### config.mk
export PLATFORM = sky130hd
export DESIGN_NAME = triumph_if_stage
export DESIGN_NICKNAME = d
export VERILOG_FILES = /design/src/rtl/triumph_if_stage_pkg.sv /design/src/rtl/triumph_if_fifo.sv /design/src/rtl/triumph_if_stage.sv
export SDC_FILE = /design/constraint.sdc
export NUM_CORES = 1
export LEC_CHECK = 0
export ABC_AREA = 1
export BUFFER_PORTS_ARGS = -buffer_cell sky130_fd_sc_hd__clkbuf_2
export CAP_MARGIN = 20
export CORE_MARGIN = 2
export CORE_UTILIZATION = 45
export DETAILED_ROUTE_END_ITERATION = 12
export PLACE_DENSITY = 0.75
export SLEW_MARGIN = 40
export SYNTH_ARGS = -nofsm -noshare
export SYNTH_HDL_FRONTEND = slang
export SYNTH_SLANG_ARGS = --single-unit
### constraint.sdc
create_clock -name clk_i -period 4.4 [get_ports clk_i]
set_input_delay 0.44 -clock clk_i [delete_from_list [all_inputs] [get_ports clk_i]]
set_output_delay 0.44 -clock clk_i [all_outputs]
set_load 0.01 [all_outputs]
### src/rtl/triumph_if_stage_pkg.sv
// triumph_if_stage_pkg: shared types, defaults and helpers for the instruction fetch stage
package triumph_if_stage_pkg;
  localparam logic [31:0] BOOT_ADDR_DEFAULT = 32'h0000_0000;
  localparam int unsigned IF_FIFO_DEPTH = 2;
  typedef enum logic {IF_RUN = 1'b0, IF_WAIT_GNT = 1'b1} if_state_e;
  typedef struct packed {
    logic [31:0] pc;
    logic [31:0] instr;
  } if_entry_t;
  function automatic logic [31:0] word_align(input logic [31:0] a);
    return a & 32'hFFFF_FFFC;
  endfunction
endpackage

### src/rtl/triumph_if_fifo.sv
// triumph_if_fifo: synchronous prefetch FIFO holding {pc, instr} entries with flush
module triumph_if_fifo
  import triumph_if_stage_pkg::*;
#(
  parameter int unsigned DEPTH = IF_FIFO_DEPTH,
  localparam int unsigned W = $bits(if_entry_t),
  localparam int unsigned CW = $clog2(DEPTH + 1)
) (
  input  logic          clk_i,
  input  logic          rst_ni,
  input  logic          flush_i,
  input  logic          push_i,
  input  logic [W-1:0]  data_i,
  input  logic          pop_i,
  output logic [W-1:0]  data_o,
  output logic [CW-1:0] count_o,
  output logic          full_o,
  output logic          empty_o
);
  localparam int unsigned PW = DEPTH > 1 ? $clog2(DEPTH) : 1;
  logic [W-1:0] mem_q [DEPTH];
  logic [PW-1:0] wr_q, rd_q;
  logic [CW-1:0] cnt_q;
  logic do_push, do_pop;
  assign empty_o = cnt_q == '0;
  assign full_o = cnt_q == CW'(DEPTH);
  assign count_o = cnt_q;
  assign data_o = mem_q[rd_q];
  assign do_pop = pop_i && !empty_o;
  assign do_push = push_i && (!full_o || do_pop);
  // Entry storage; contents are only meaningful while counted, so no reset
  always_ff @(posedge clk_i) begin
    if (do_push && !flush_i) mem_q[wr_q] <= data_i;
  end
  // Pointers and occupancy; flush empties the buffer in one cycle
  always_ff @(posedge clk_i or negedge rst_ni) begin
    if (!rst_ni) begin
      wr_q <= '0;
      rd_q <= '0;
      cnt_q <= '0;
    end else if (flush_i) begin
      wr_q <= '0;
      rd_q <= '0;
      cnt_q <= '0;
    end else begin
      if (do_push) wr_q <= wr_q == PW'(DEPTH - 1) ? '0 : wr_q + PW'(1);
      if (do_pop) rd_q <= rd_q == PW'(DEPTH - 1) ? '0 : rd_q + PW'(1);
      cnt_q <= cnt_q + CW'(do_push) - CW'(do_pop);
    end
  end
endmodule

### src/rtl/triumph_if_stage.sv
// triumph_if_stage: fetch PC owner, imem req/gnt/rvalid master and prefetch buffer feeding ID
module triumph_if_stage
  import triumph_if_stage_pkg::*;
#(
  parameter logic [31:0] BOOT_ADDR = BOOT_ADDR_DEFAULT,
  parameter int unsigned FIFO_DEPTH = IF_FIFO_DEPTH
) (
  input  logic        clk_i,
  input  logic        rst_ni,
  output logic        imem_req_o,
  output logic [31:0] imem_addr_o,
  input  logic        imem_gnt_i,
  input  logic        imem_rvalid_i,
  input  logic [31:0] imem_rdata_i,
  output logic        instr_valid_o,
  output logic [31:0] instr_data_o,
  output logic [31:0] instr_pc_o,
  input  logic        id_ready_i,
  input  logic        redirect_i,
  input  logic [31:0] redirect_pc_i
);
  localparam int unsigned CW = $clog2(FIFO_DEPTH + 1);
  localparam int unsigned PW = FIFO_DEPTH > 1 ? $clog2(FIFO_DEPTH) : 1;
  localparam logic [CW:0] DEPTH_C = (CW + 1)'(FIFO_DEPTH);
  if_state_e state_q, state_d;
  logic en_q;
  logic [31:0] fetch_pc_q, fetch_pc_d, redir_pc_q, redir_pc_d;
  logic redir_pend_q, redir_pend_d;
  logic [CW-1:0] outstanding_q, outstanding_d, discard_q, discard_d;
  logic [31:0] pcq_q [FIFO_DEPTH];
  logic [PW-1:0] pcq_wr_q, pcq_rd_q;
  logic [CW-1:0] fifo_count;
  logic fifo_full, fifo_empty, fifo_push, fifo_pop, gnt_ok, room;
  if_entry_t push_entry, head_entry;
  assign gnt_ok = imem_req_o && imem_gnt_i;
  assign fifo_pop = !fifo_empty && id_ready_i;
  assign fifo_push = imem_rvalid_i && discard_q == '0 && !redirect_i;
  assign room = (!fifo_full || fifo_pop) &&
                ({1'b0, outstanding_q} + {1'b0, fifo_count} - (CW + 1)'(fifo_pop) < DEPTH_C);
  assign push_entry = '{pc: pcq_q[pcq_rd_q], instr: imem_rdata_i};
  assign imem_addr_o = fetch_pc_q;
  assign instr_valid_o = !fifo_empty;
  assign instr_data_o = instr_valid_o ? head_entry.instr : '0;
  assign instr_pc_o = instr_valid_o ? head_entry.pc : '0;
  // FSM state register
  always_ff @(posedge clk_i or negedge rst_ni) begin
    if (!rst_ni) state_q <= IF_RUN;
    else state_q <= state_d;
  end
  // An ungranted request parks in WAIT_GNT; any grant returns to RUN
  always_comb state_d = imem_req_o && !imem_gnt_i ? IF_WAIT_GNT : IF_RUN;
  // Request is held while waiting, otherwise issued whenever a buffer slot is guaranteed
  always_comb imem_req_o = en_q && (state_q == IF_WAIT_GNT || room);
  // Next fetch PC, in-flight accounting and redirect bookkeeping
  always_comb begin
    outstanding_d = outstanding_q + CW'(gnt_ok) - CW'(imem_rvalid_i);
    fetch_pc_d = fetch_pc_q;
    redir_pc_d = redir_pc_q;
    redir_pend_d = redir_pend_q;
    discard_d = imem_rvalid_i && discard_q != '0 ? discard_q - CW'(1) : discard_q;
    if (gnt_ok) begin
      fetch_pc_d = redirect_i ? word_align(redirect_pc_i) : redir_pend_q ? redir_pc_q : fetch_pc_q + 32'd4;
      redir_pend_d = 1'b0;
    end else if (redirect_i && imem_req_o) begin
      redir_pend_d = 1'b1;
      redir_pc_d = word_align(redirect_pc_i);
    end else if (redirect_i) begin
      fetch_pc_d = word_align(redirect_pc_i);
    end
    if (redirect_i) discard_d = outstanding_d + CW'(imem_req_o && !imem_gnt_i);
  end
  // Fetch bookkeeping registers; en_q keeps the request low until the first edge after reset
  always_ff @(posedge clk_i or negedge rst_ni) begin
    if (!rst_ni) begin
      en_q <= 1'b0;
      fetch_pc_q <= BOOT_ADDR;
      redir_pc_q <= BOOT_ADDR;
      redir_pend_q <= 1'b0;
      outstanding_q <= '0;
      discard_q <= '0;
    end else begin
      en_q <= 1'b1;
      fetch_pc_q <= fetch_pc_d;
      redir_pc_q <= redir_pc_d;
      redir_pend_q <= redir_pend_d;
      outstanding_q <= outstanding_d;
      discard_q <= discard_d;
    end
  end
  // Granted addresses, consumed in order as responses return
  always_ff @(posedge clk_i) begin
    if (gnt_ok) pcq_q[pcq_wr_q] <= imem_addr_o;
  end
  // PC queue pointers
  always_ff @(posedge clk_i or negedge rst_ni) begin
    if (!rst_ni) begin
      pcq_wr_q <= '0;
      pcq_rd_q <= '0;
    end else begin
      if (gnt_ok) pcq_wr_q <= pcq_wr_q == PW'(FIFO_DEPTH - 1) ? '0 : pcq_wr_q + PW'(1);
      if (imem_rvalid_i) pcq_rd_q <= pcq_rd_q == PW'(FIFO_DEPTH - 1) ? '0 : pcq_rd_q + PW'(1);
    end
  end
  triumph_if_fifo #(.DEPTH(FIFO_DEPTH)) u_fifo (
    .clk_i(clk_i),
    .rst_ni(rst_ni),
    .flush_i(redirect_i),
    .push_i(fifo_push),
    .data_i(push_entry),
    .pop_i(fifo_pop),
    .data_o(head_entry),
    .count_o(fifo_count),
    .full_o(fifo_full),
    .empty_o(fifo_empty)
  );
endmodule

# After elaboration in Yosys (flattened, before gate mapping)
# Memories as Yosys holds them, arrays and structs flattened.
# Index checks and enable logic that the tools add are counted.
dict set report classes {
  n_addsub 13
  magnitude_cmp 1
  n_eq_ne 2
  mux 25
  bitwise 1
  reduce_logical 29
}
# cell n
set ops {}
lappend ops {{$mux W32} 7}
lappend ops {{$add A32 B3 Y32 const B} 1}
lappend ops {{$mux W1} 15}
lappend ops {{$logic_and A1 B1 Y1} 12}
lappend ops {{$reduce_bool A2 Y1} 6}
lappend ops {{$add A2 B1 Y2} 3}
lappend ops {{$mux W2} 3}
lappend ops {{$add A1 B1 Y1 const B} 4}
lappend ops {{$logic_not A1 Y1} 4}
lappend ops {{$logic_not A2 Y1} 2}
lappend ops {{$reduce_and A2 Y1} 2}
lappend ops {{$sub A2 B1 Y2} 2}
lappend ops {{$add A2 B2 Y3} 1}
lappend ops {{$logic_or A1 B1 Y1} 3}
lappend ops {{$lt A3 B2 Y1 const B} 1}
lappend ops {{$sub A3 B1 Y3} 1}
lappend ops {{$eq A2 B2 Y1 const B} 1}
lappend ops {{$ne A2 B2 Y1 const B} 1}
lappend ops {{$sub A2 B1 Y2 const B} 1}
lappend ops {{$not A1 Y1} 1}
dict set report totals {
  regBits 75
  ramBits 192
  inputBits 70
  output_inout_bits 98
  elab_cells 85
  n_memories 2
}
# memory depth word_bits read_ports rd_ports_with_merged_regs write_ports line
set memory_table {}
lappend memory_table {u_fifo.mem_q 2 64 1 0 1 triumph_if_fifo.sv:21} ;# logic [W-1:0] mem_q [DEPTH];
lappend memory_table {pcq_q 2 32 1 0 1 triumph_if_stage.sv:30} ;# logic [31:0] pcq_q [FIFO_DEPTH];

# Depth between registers and ports, before layout
# Gate-level depths: netlist of the first run.
dict set report depth {
  word_depth 13
  mapped_depth 23
  depth_no_buf 19
}

# By module
# Synthesis of the first run repeated with hierarchy kept, for this count alone.
dict set report hier_totals {
  cells_unflattened 1289
  hier_area_um2 12135.4
}
# module n_inst cells_each area_each_um2 seq_area_each_um2
set modules_own_cells {}
lappend modules_own_cells {triumph_if_stage 1 916 7208.2 3528.4}
lappend modules_own_cells {triumph_if_fifo 1 373 4927.2 3943.8}

# Worst setup path before layout of the first run
# OpenSTA, ideal clock, no wires.
dict set report synth_timing {
  path_kind {reg-to-reg}
  from {reg u_fifo.cnt_q[1] (netlist: u_fifo.count_o[1])}
  to {mem pcq_q[0][10], enable pin}
  setup_time_ns 0.417
  t_arrival_ns 4.037
  required_time_ns 3.983
  setup_slack_ns -0.054
  path_stages_with_launch 17
  path_buffers 4
  synth_period_minus_slack_ns 4.454
  cell_sequence {dfrtp_1 -> nor2_1 -> clkbuf_1 -> buf_1 -> nor2_1 -> ha_1 -> inv_1 -> nand2_1 -> fa_1 -> inv_1 -> nor2_2 -> nand3_2 -> nand2_4 -> nand3_4 -> buf_4 -> buf_4 -> nor2_1}
}
dict set report synth_via {
  elab_chain_len 11
  elab_cells_between_ends 15
  classes_between {2 x add/sub; 1 x order compare; 1 x eq/ne; 2 x mux; 9 x reduce/logical}
}
# element line
set synth_rtl {}
lappend synth_rtl {{start, declared} triumph_if_fifo.sv:23} ;# logic [CW-1:0] cnt_q;
lappend synth_rtl {{start signal, assigned} triumph_if_fifo.sv:48} ;# cnt_q <= cnt_q + CW'(do_push) - CW'(do_pop);
lappend synth_rtl {{branches (longest 5 deep; another with $add A2 B2 Y3)} -}
lappend synth_rtl {{$logic_and A1 B1 Y1 (*)} triumph_if_stage.sv:38} ;# assign room = (!fifo_full || fifo_pop) &&
lappend synth_rtl {{$logic_or A1 B1 Y1 (*)} triumph_if_stage.sv:53} ;# always_comb imem_req_o = en_q && (state_q == IF_WAIT_GNT || room);
lappend synth_rtl {{$logic_and A1 B1 Y1 (*)} triumph_if_stage.sv:53}
lappend synth_rtl {{$logic_and A1 B1 Y1 (*)} triumph_if_stage.sv:35} ;# assign gnt_ok = imem_req_o && imem_gnt_i;
lappend synth_rtl {{$mux W1 (*)} triumph_if_stage.sv:92} ;# if (gnt_ok) pcq_q[pcq_wr_q] <= imem_addr_o;
lappend synth_rtl {{$mux W1 (not written as such) (*)} triumph_if_stage.sv:92}
lappend synth_rtl {{end, declared} triumph_if_stage.sv:30}
# Mark *: on every way between the ends.

# Worst setup path in the final report of the first run
dict set report layout_timing {
  from {reg u_fifo.cnt_q[1] (netlist: u_fifo.count_o[1])}
  to {reg discard_q[1]}
}
dict set report layout_via {
  elab_chain_len 13
  elab_cells_between_ends 18
  classes_between {5 x add/sub; 1 x order compare; 1 x eq/ne; 1 x mux; 10 x reduce/logical}
}
# element line
set layout_rtl {}
lappend layout_rtl {{branches (longest 5 deep; another with $add A2 B2 Y3)} -}
lappend layout_rtl {{$logic_and A1 B1 Y1 (*)} triumph_if_stage.sv:38}
lappend layout_rtl {{$logic_or A1 B1 Y1 (*)} triumph_if_stage.sv:53}
lappend layout_rtl {{$logic_and A1 B1 Y1 (*)} triumph_if_stage.sv:53}
lappend layout_rtl {{$logic_and A1 B1 Y1 (*)} triumph_if_stage.sv:35}
lappend layout_rtl {{$add A2 B1 Y2 (*)} triumph_if_stage.sv:56} ;# outstanding_d = outstanding_q + CW'(gnt_ok) - CW'(imem_rvalid_i);
lappend layout_rtl {{$sub A2 B1 Y2 (*)} triumph_if_stage.sv:56}
lappend layout_rtl {{via outstanding_d[1]} triumph_if_stage.sv:29} ;# logic [CW-1:0] outstanding_q, outstanding_d, discard_q, discard_d;
lappend layout_rtl {{$add A2 B1 Y2 (*)} triumph_if_stage.sv:70} ;# if (redirect_i) discard_d = outstanding_d + CW'(imem_req_o && !imem_gnt_i);
lappend layout_rtl {{$mux W2 (*)} triumph_if_stage.sv:70}
lappend layout_rtl {{end signal, assigned} triumph_if_stage.sv:87} ;# discard_q <= discard_d;
lappend layout_rtl {{end, declared} triumph_if_stage.sv:29}
# Mark *: on every way through the listed nets, which the timed path passes.
# A chain may end at the register's enable or synchronous reset.

==> results.cfg, run 1 <==
[grt]
gr-usage-all-layers = 0.193
antenna_found_initial = 0
grt.overflow.total = 0
first_global_vias = 8052
grt_pass1_wl_um = 41400
grt_max_degree = 65

[synth]
syn_area_um2 = 11500
synth_top_area_cell = edfxtp_1
synth_common_cells = nand2_1 (344), edfxtp_1 (184), nor2_1 (132), a21oi_1 (88), inv_1 (75)
synth.area.top_cells = edfxtp_1 (48%), dfrtp_1 (16%), nand2_1 (11%), nor2_1 (4.3%), a21oi_1 (3.8%)
ys_ff_latch = 257
yosys.cell_count.top_type = nand2_1
synth.distinct_cells = 38
postSynth.asyncResetShare = 0.284
ys_warn_count = 0
synth_edf_count = 184
synth_flop_cell = edfxtp_1
avgSynthCellArea_um2 = 10.2
yosysSeqAreaShare = 0.638
syn-instance-count = 1131
synth_top_area_frac = 0.479

[die]
core.rowCount = 58
initial_core_util = 0.458
die_h_um = 164
die_area_um2 = 26900
die_x_um = 164
fp.coreArea_um2 = 25200
pin_count = 168

[timing]
skew_ns = 0.0117
worst_pin_slew_ns = 0.789
slew_headroom = 0.473
fin_setup_tns_ns = 0
fin_hold_ws_ns = 0.0883
rsz0062_at_grt = no
slew_violations = 0
max_freq_mhz = 310
fin_crit_ns = 3.22
period_share = 0.732
hold_viol = 0
setup_viol = 0

[detailed_routing]
wl_per_cell_um = 16.0
dr.first_iter.drc_count = 716
ant_nets = 0
via_per_inst = 5.14
routed_wl_um = 26100
num_vias = 8392
post-route-drc-count = 0
first_pass_iters = 5

[clock_tree]
postCtsSetupRepairBufs = 0
h-tree-depth = 1
cts-buffers-inserted = 27
insertion_delay_ns = 0.55
cts_tree = built
cts_root_buf = clkbuf_16
clk_pin_slew_worst_paths_ns = 0.06
cts_buffer_depth = 3
cts_sinks = 257

[critical_path]
path_class = reg -> reg
ff2ff_setup_slack_ns = 1.18
arrival_ns = 3.65
startpoint_type = flip-flop
reg2reg_depth = 19
regToRegStartpoint = u_fifo.count_o[1]
cp_data_required_time_ns = 4.83
critical_path.endpoint_type = flip-flop
crit_fanout = 4
rr_endpoint = discard_q[1]

[min_path]
hold_path_class = in -> reg
min-delay-start = imem_rdata_i[15]
hold_path_depth = 1
min_to = u_fifo.mem_q[0][15]

[power_and_ir_drop]
leakage_nw = 5.79
p_total_mw = 9.25
p_per_area_nw_per_um2 = 684
vdd_drop_max_mv = 0.432

[placed_design]
hpwl_um = 16700
gp_congestion = 0.883
io_buffers = 161
dp.cells = 1584

[final_layout]
syn_to_final_growth_pct = 17.3
diodes = 0
fin_cells = 1633
nets = 1365
final_layout_size_suffix_gt1_frac = 0.210

[run]
drv_cap = 0

[outcome]
status = complete, no violations
state kept, by name, indices dropped and copies added, names as in the netlist:
register	flops
discard_q	2
en_q	1
imem_addr_o	30
outstanding_q	2
pcq_q	60
pcq_rd_q	1
pcq_wr_q	1
redir_pc_q	30
redir_pend_q	1
state_q	1
u_fifo.count_o	2
u_fifo.mem_q	124
u_fifo.rd_q	1
u_fifo.wr_q	1
worst max-delay path by stage:
stage,slack [ns],end,start,cells after the start
2_1_floorplan,-0.05,pcq_q[0][10],u_fifo.count_o[1],16
3_3_place_gp,1.12,discard_q[1],id_ready_i,20
3_5_place_dp,1.10,discard_q[1],id_ready_i,20
4_1_cts,1.16,discard_q[1],u_fifo.count_o[1],19
5_1_grt,0.90,discard_q[1],u_fifo.count_o[1],19
6_report,1.18,discard_q[1],u_fifo.count_o[1],19
cells by family after synthesis:
logic type	after synthesis	synth area share
mux	32	0.0310
simple gates	569	0.208
compound gates	120	0.0536
buf+inv	129	0.0487
fa+ha+maj	10	0.0115
flops	257	0.638
xor+xnor	12	0.00912
other cells	2	0.000651
critical path, cell delays in order (launching register included):
cell and delay [ns]:
dfrtp_1 0.44, nor2_4 0.13, nor2_1 0.05, ha_1 0.27, inv_1 0.05, nand2_1 0.06
fa_1 0.48, inv_1 0.05, nor2_2 0.11, nand3_2 0.09, nand2_4 0.12, nand3_4 0.07
ha_1 0.28, inv_1 0.04, ha_1 0.18, xnor2_1 0.16, xor2_1 0.24, xor2_1 0.10
o21ai_0 0.15, inv_1 0.05
cell type report:
type | instances | area (um2)
multi-input combinational | 748 | 3650
clock inverter | 12 | 150
tap | 330 | 413
inverter | 78 | 295
timing repair buffer | 173 | 926
sequential | 257 | 7350
fill | 2190 | 11700
clock buffer | 35 | 736
routing by layer:
layer / global-route usage / routed length [um] / vias up
met3: 0.0432 / 2260 / 55
met5: 0 / 0 / -
met4: 0.0534 / 591 / 0
met1: 0.268 / 11300 / 3939
met2: 0.307 / 11900 / 352
li1: - / - / 4046
per-stage QoR:
step / area, um2 / utilization / worst slack (ns)
2_1_floorplan: 11500 / - / -0.0545
3_3_place_gp: 12600 / 0.500 / 1.12
3_5_place_dp: 12600 / 0.500 / 1.10
4_1_cts: 13500 / 0.536 / 1.16
5_1_grt: 13500 / 0.537 / 0.898
6_report: 13500 / 0.537 / 1.18
placed cells by master (no fill, tap or decap), types with 6 or more instances in the layout:
cell type  count
nor2_1       127
edfxtp_1     184
clkbuf_2     160
ha_1           9
mux2_2        30
dfrtp_1       72
nand2_2        6
o21ai_0       13
xor2_1        10
nand3b_1       6
nand2_1      344
nand3_1       59
o21ai_1       13
a21oi_1       88
clkbuf_16     27
buf_4          8
nor2_4         6
inv_1         75
nor2_2         6
report_power, final:
part | switching (mW) | internal (mW) | total, mW
clock network | 0.911 | 1.35 | 2.26
registers | 0.546 | 3.28 | 3.83
logic | 2.08 | 1.08 | 3.16
timing repair:
| item | in CTS | in global routing |
|---|---|---|
| hold buffers | 1 | 0 |
| hold endpoints to repair | 30 | 0 |
| gates resized for setup | 0 | 0 |
Note: power is estimated with default switching activity, not from simulation.
==> run 2: changes to the inputs <==
--- a/config.mk
+++ b/config.mk
@@ -5,13 +5,13 @@
 export SDC_FILE = /design/constraint.sdc
 export NUM_CORES = 1
 export LEC_CHECK = 0
-export ABC_AREA = 1
+export ABC_AREA = 0
 export BUFFER_PORTS_ARGS = -buffer_cell sky130_fd_sc_hd__clkbuf_2
 export CAP_MARGIN = 20
 export CORE_MARGIN = 2
 export CORE_UTILIZATION = 45
 export DETAILED_ROUTE_END_ITERATION = 12
-export PLACE_DENSITY = 0.75
+export PLACE_DENSITY = 0.73
 export SLEW_MARGIN = 40
 export SYNTH_ARGS = -nofsm -noshare
 export SYNTH_HDL_FRONTEND = slang
==> constraint.sdc (replaced) <==
create_clock -name clk_i -period 3.15 [get_ports clk_i]
set_input_delay 0.315 -clock clk_i [delete_from_list [all_inputs] [get_ports clk_i]]
set_output_delay 0.315 -clock clk_i [all_outputs]
set_load 0.01 [all_outputs]
==> run 2 against run 1 <==
  * Clock power is 24% higher
  * Utilization is 2.4 points higher
  * Worst hold slack worse by 0.053 ns
  * Setup slack worse by 1.1 ns
  * Highest routed layer unchanged
  * Sequential cell count stayed put
==> results.cfg, run 2 <==
[outcome]
status = complete, no violations

[detailed_routing]
wl_per_cell_um = 17.8
num_vias = 7085
routed_wl_um = 23900
first_pass_iters = 5
post-route-drc-count = 0
ant_nets = 0
via_per_inst = 5.27
dr.first_iter.drc_count = 539

[final_layout]
diodes = 0
final_layout_size_suffix_gt1_frac = 0.311
reg_top3 = u_fifo.mem_q x124, pcq_q x60
final_cell_mix = edfxtp_1 (184), clkbuf_2 (160), nor2_1 (97)
top_register = u_fifo.mem_q
syn_to_final_growth_pct = 23.0
final_common_cell = edfxtp_1
largest_reg_flops = 124
final-seq-area_um2 = 7360
nets = 1080
finish.utilization = 0.562
fin_cells = 1344
multi_input_area_um2 = 3570
fillerInstances = 1932

[timing]
skew_ns = 0.00926
setup_viol = 0
worst_pin_slew_ns = 0.710
period_share = 0.967
fin_crit_ns = 3.05
hold_viol = 0
max_freq_mhz = 328
slew_headroom = 0.526
slew_violations = 0
rsz0062_at_grt = yes
fin_hold_ws_ns = 0.0356
fin_setup_tns_ns = 0

[power_and_ir_drop]
p_total_mw = 13.5
vdd_drop_max_mv = 0.688
leakage_nw = 5.16
p_per_area_nw_per_um2 = 995

[synth]
synth_common_cells = edfxtp_1 (184), nor2_1 (100), dfrtp_1 (73), mux2i_1 (67), mux2_2 (61)
synth.area.top_cells = edfxtp_1 (50%), dfrtp_1 (17%), mux2_2 (6.2%), mux2i_1 (6.1%), nor2_1 (3.4%)
avgSynthCellArea_um2 = 13.9
synth_edf_count = 184
synth.distinct_cells = 63
synth_top_area_cell = edfxtp_1
postSynth.asyncResetShare = 0.284
ys_ff_latch = 257
yosys.cell_count.top_type = edfxtp_1
ys_warn_count = 0
yosysSeqAreaShare = 0.666
synth_top_area_frac = 0.500
syn-instance-count = 794
syn_area_um2 = 11000
synth_flop_cell = edfxtp_1

[die]
core.rowCount = 57
die_area_um2 = 25800
initial_core_util = 0.457
fp.coreArea_um2 = 24200
pin_count = 168
die_h_um = 161
die_x_um = 161

[critical_path]
path_class = reg -> reg
critPathMaxStageDelay_ns = 0.41
path_buf_inv = 1
arrival_ns = 3.44
cp_slowest_cell = dfrtp_1
crit_family = adder cells
path_cells = nor2_4 -> nor2b_1 -> ha_1 -> nand2b_4 -> fa_2 -> xor2_4 -> o21ai_2 -> nor2_4 -> nand2_4 -> ha_4 -> inv_2 -> ha_4 -> xnor2_4 -> xnor2_2 -> xnor2_1 -> a21oi_1
crit_fanout = 3
critical_path.endpoint_type = flip-flop
startpoint_type = flip-flop
cp_data_required_time_ns = 3.55

[clock_tree]
cts_sinks = 257
cts-buffers-inserted = 27
h-tree-depth = 1
cts_root_buf = clkbuf_16
cts_buffer_depth = 3
cts_tree = built
insertion_delay_ns = 0.52
clk_pin_slew_worst_paths_ns = 0.06

[grt]
grtUsageMet2 = 0.310
antenna_found_initial = 0
grt_max_degree = 65
grt.overflow.total = 0
use_met3 = 0.0276
grt.busiest_layer = met2
gr-usage-all-layers = 0.184
grt_pass1_wl_um = 37800
grt_use_met1 = 0.252
first_global_vias = 7062

[min_path]
hold_path_class = in -> reg

[placed_design]
dp.cells = 1260
io_buffers = 161
hpwl_um = 15400
gp_congestion = 0.869

[run]
drv_cap = 0
run 2: cell types whose count changed after synthesis, moves of 15 or more:
cell,before,now
inv_1,75,16
mux2i_1,2,67
nor2_1,132,100
nand3_1,59,14
a21oi_1,88,7
nand2_1,344,36
mux2_2,30,61
a31oi_1,0,15
run 2: logic make-up (layout without fill, tap and decap cells):
kind of cell	after synthesis	after routing	share of synthesized area
AOI/OAI and AO/OA	91	91	0.0607
xor gates and xnor gates	25	25	0.0198
adders and majority gates	10	10	0.0120
buffers and inverters	64	287	0.0241
DFF	257	257	0.666
muxes	128	128	0.123
other	2	5	0.000680
and+or+nand+nor	217	217	0.0938
run 2: metal layers:
metal  routed length (um)  up-vias
li1                     -     3352
met1                10500     3451
met2                11500      236
met3                 1410       46
met4                  501        0
met5                    0        -
run 2: what timing repair did:
action / 4_1_cts / 5_1_grt
resized for setup: 0 / 5
setup endpoints to repair: 0 / 34
hold buffers: 33 / 0
setup buffers: 0 / 2
endpoints found under the hold margin: 90 / 0
run 2: worst paths after layout:
check | to | start | cells past startpoint | slack (ns)
setup / recovery | discard_q[1] | u_fifo.count_o[0] | 16 | 0.10
hold / removal | redir_pc_q[25] | redirect_pc_i[25] | 2 | 0.04
setup reg to reg | discard_q[1] | u_fifo.count_o[0] | 16 | 0.10
hold reg to reg | pcq_rd_q | pcq_rd_q | 1 | 0.49
max in group asynchronous | u_fifo.rd_q | rst_ni | 3 | 1.90
min in group asynchronous | redir_pc_q[15] | rst_ni | 2 | 0.36
run 2: report_power, final:
| group | total (mW) | switching (mW) | internal [mW] |
|---|---|---|---|
| Combinational | 5.37 | 3.03 | 2.33 |
| Sequential | 5.34 | 0.724 | 4.62 |
| Clock | 2.81 | 1.22 | 1.59 |
run 2: layout make-up:
type                    count  share of cell area
flip-flops and latches    257               0.542
multi-input cells         476               0.263
repair buffers            222               0.104
clock buffers              35              0.0527
well taps                 324              0.0299
clock inverters            14             0.00461
inverters                  16             0.00442
run 2: metrics by stage:
stage                     setup slack [ns]  instance area (um2)
after global placement               0.129                12400
after detailed placement            0.0582                12400
final                                0.103                13600
after CTS                         0.000306                13500
after global routing               -0.0503                13600
after floorplan                    -0.0848                11100
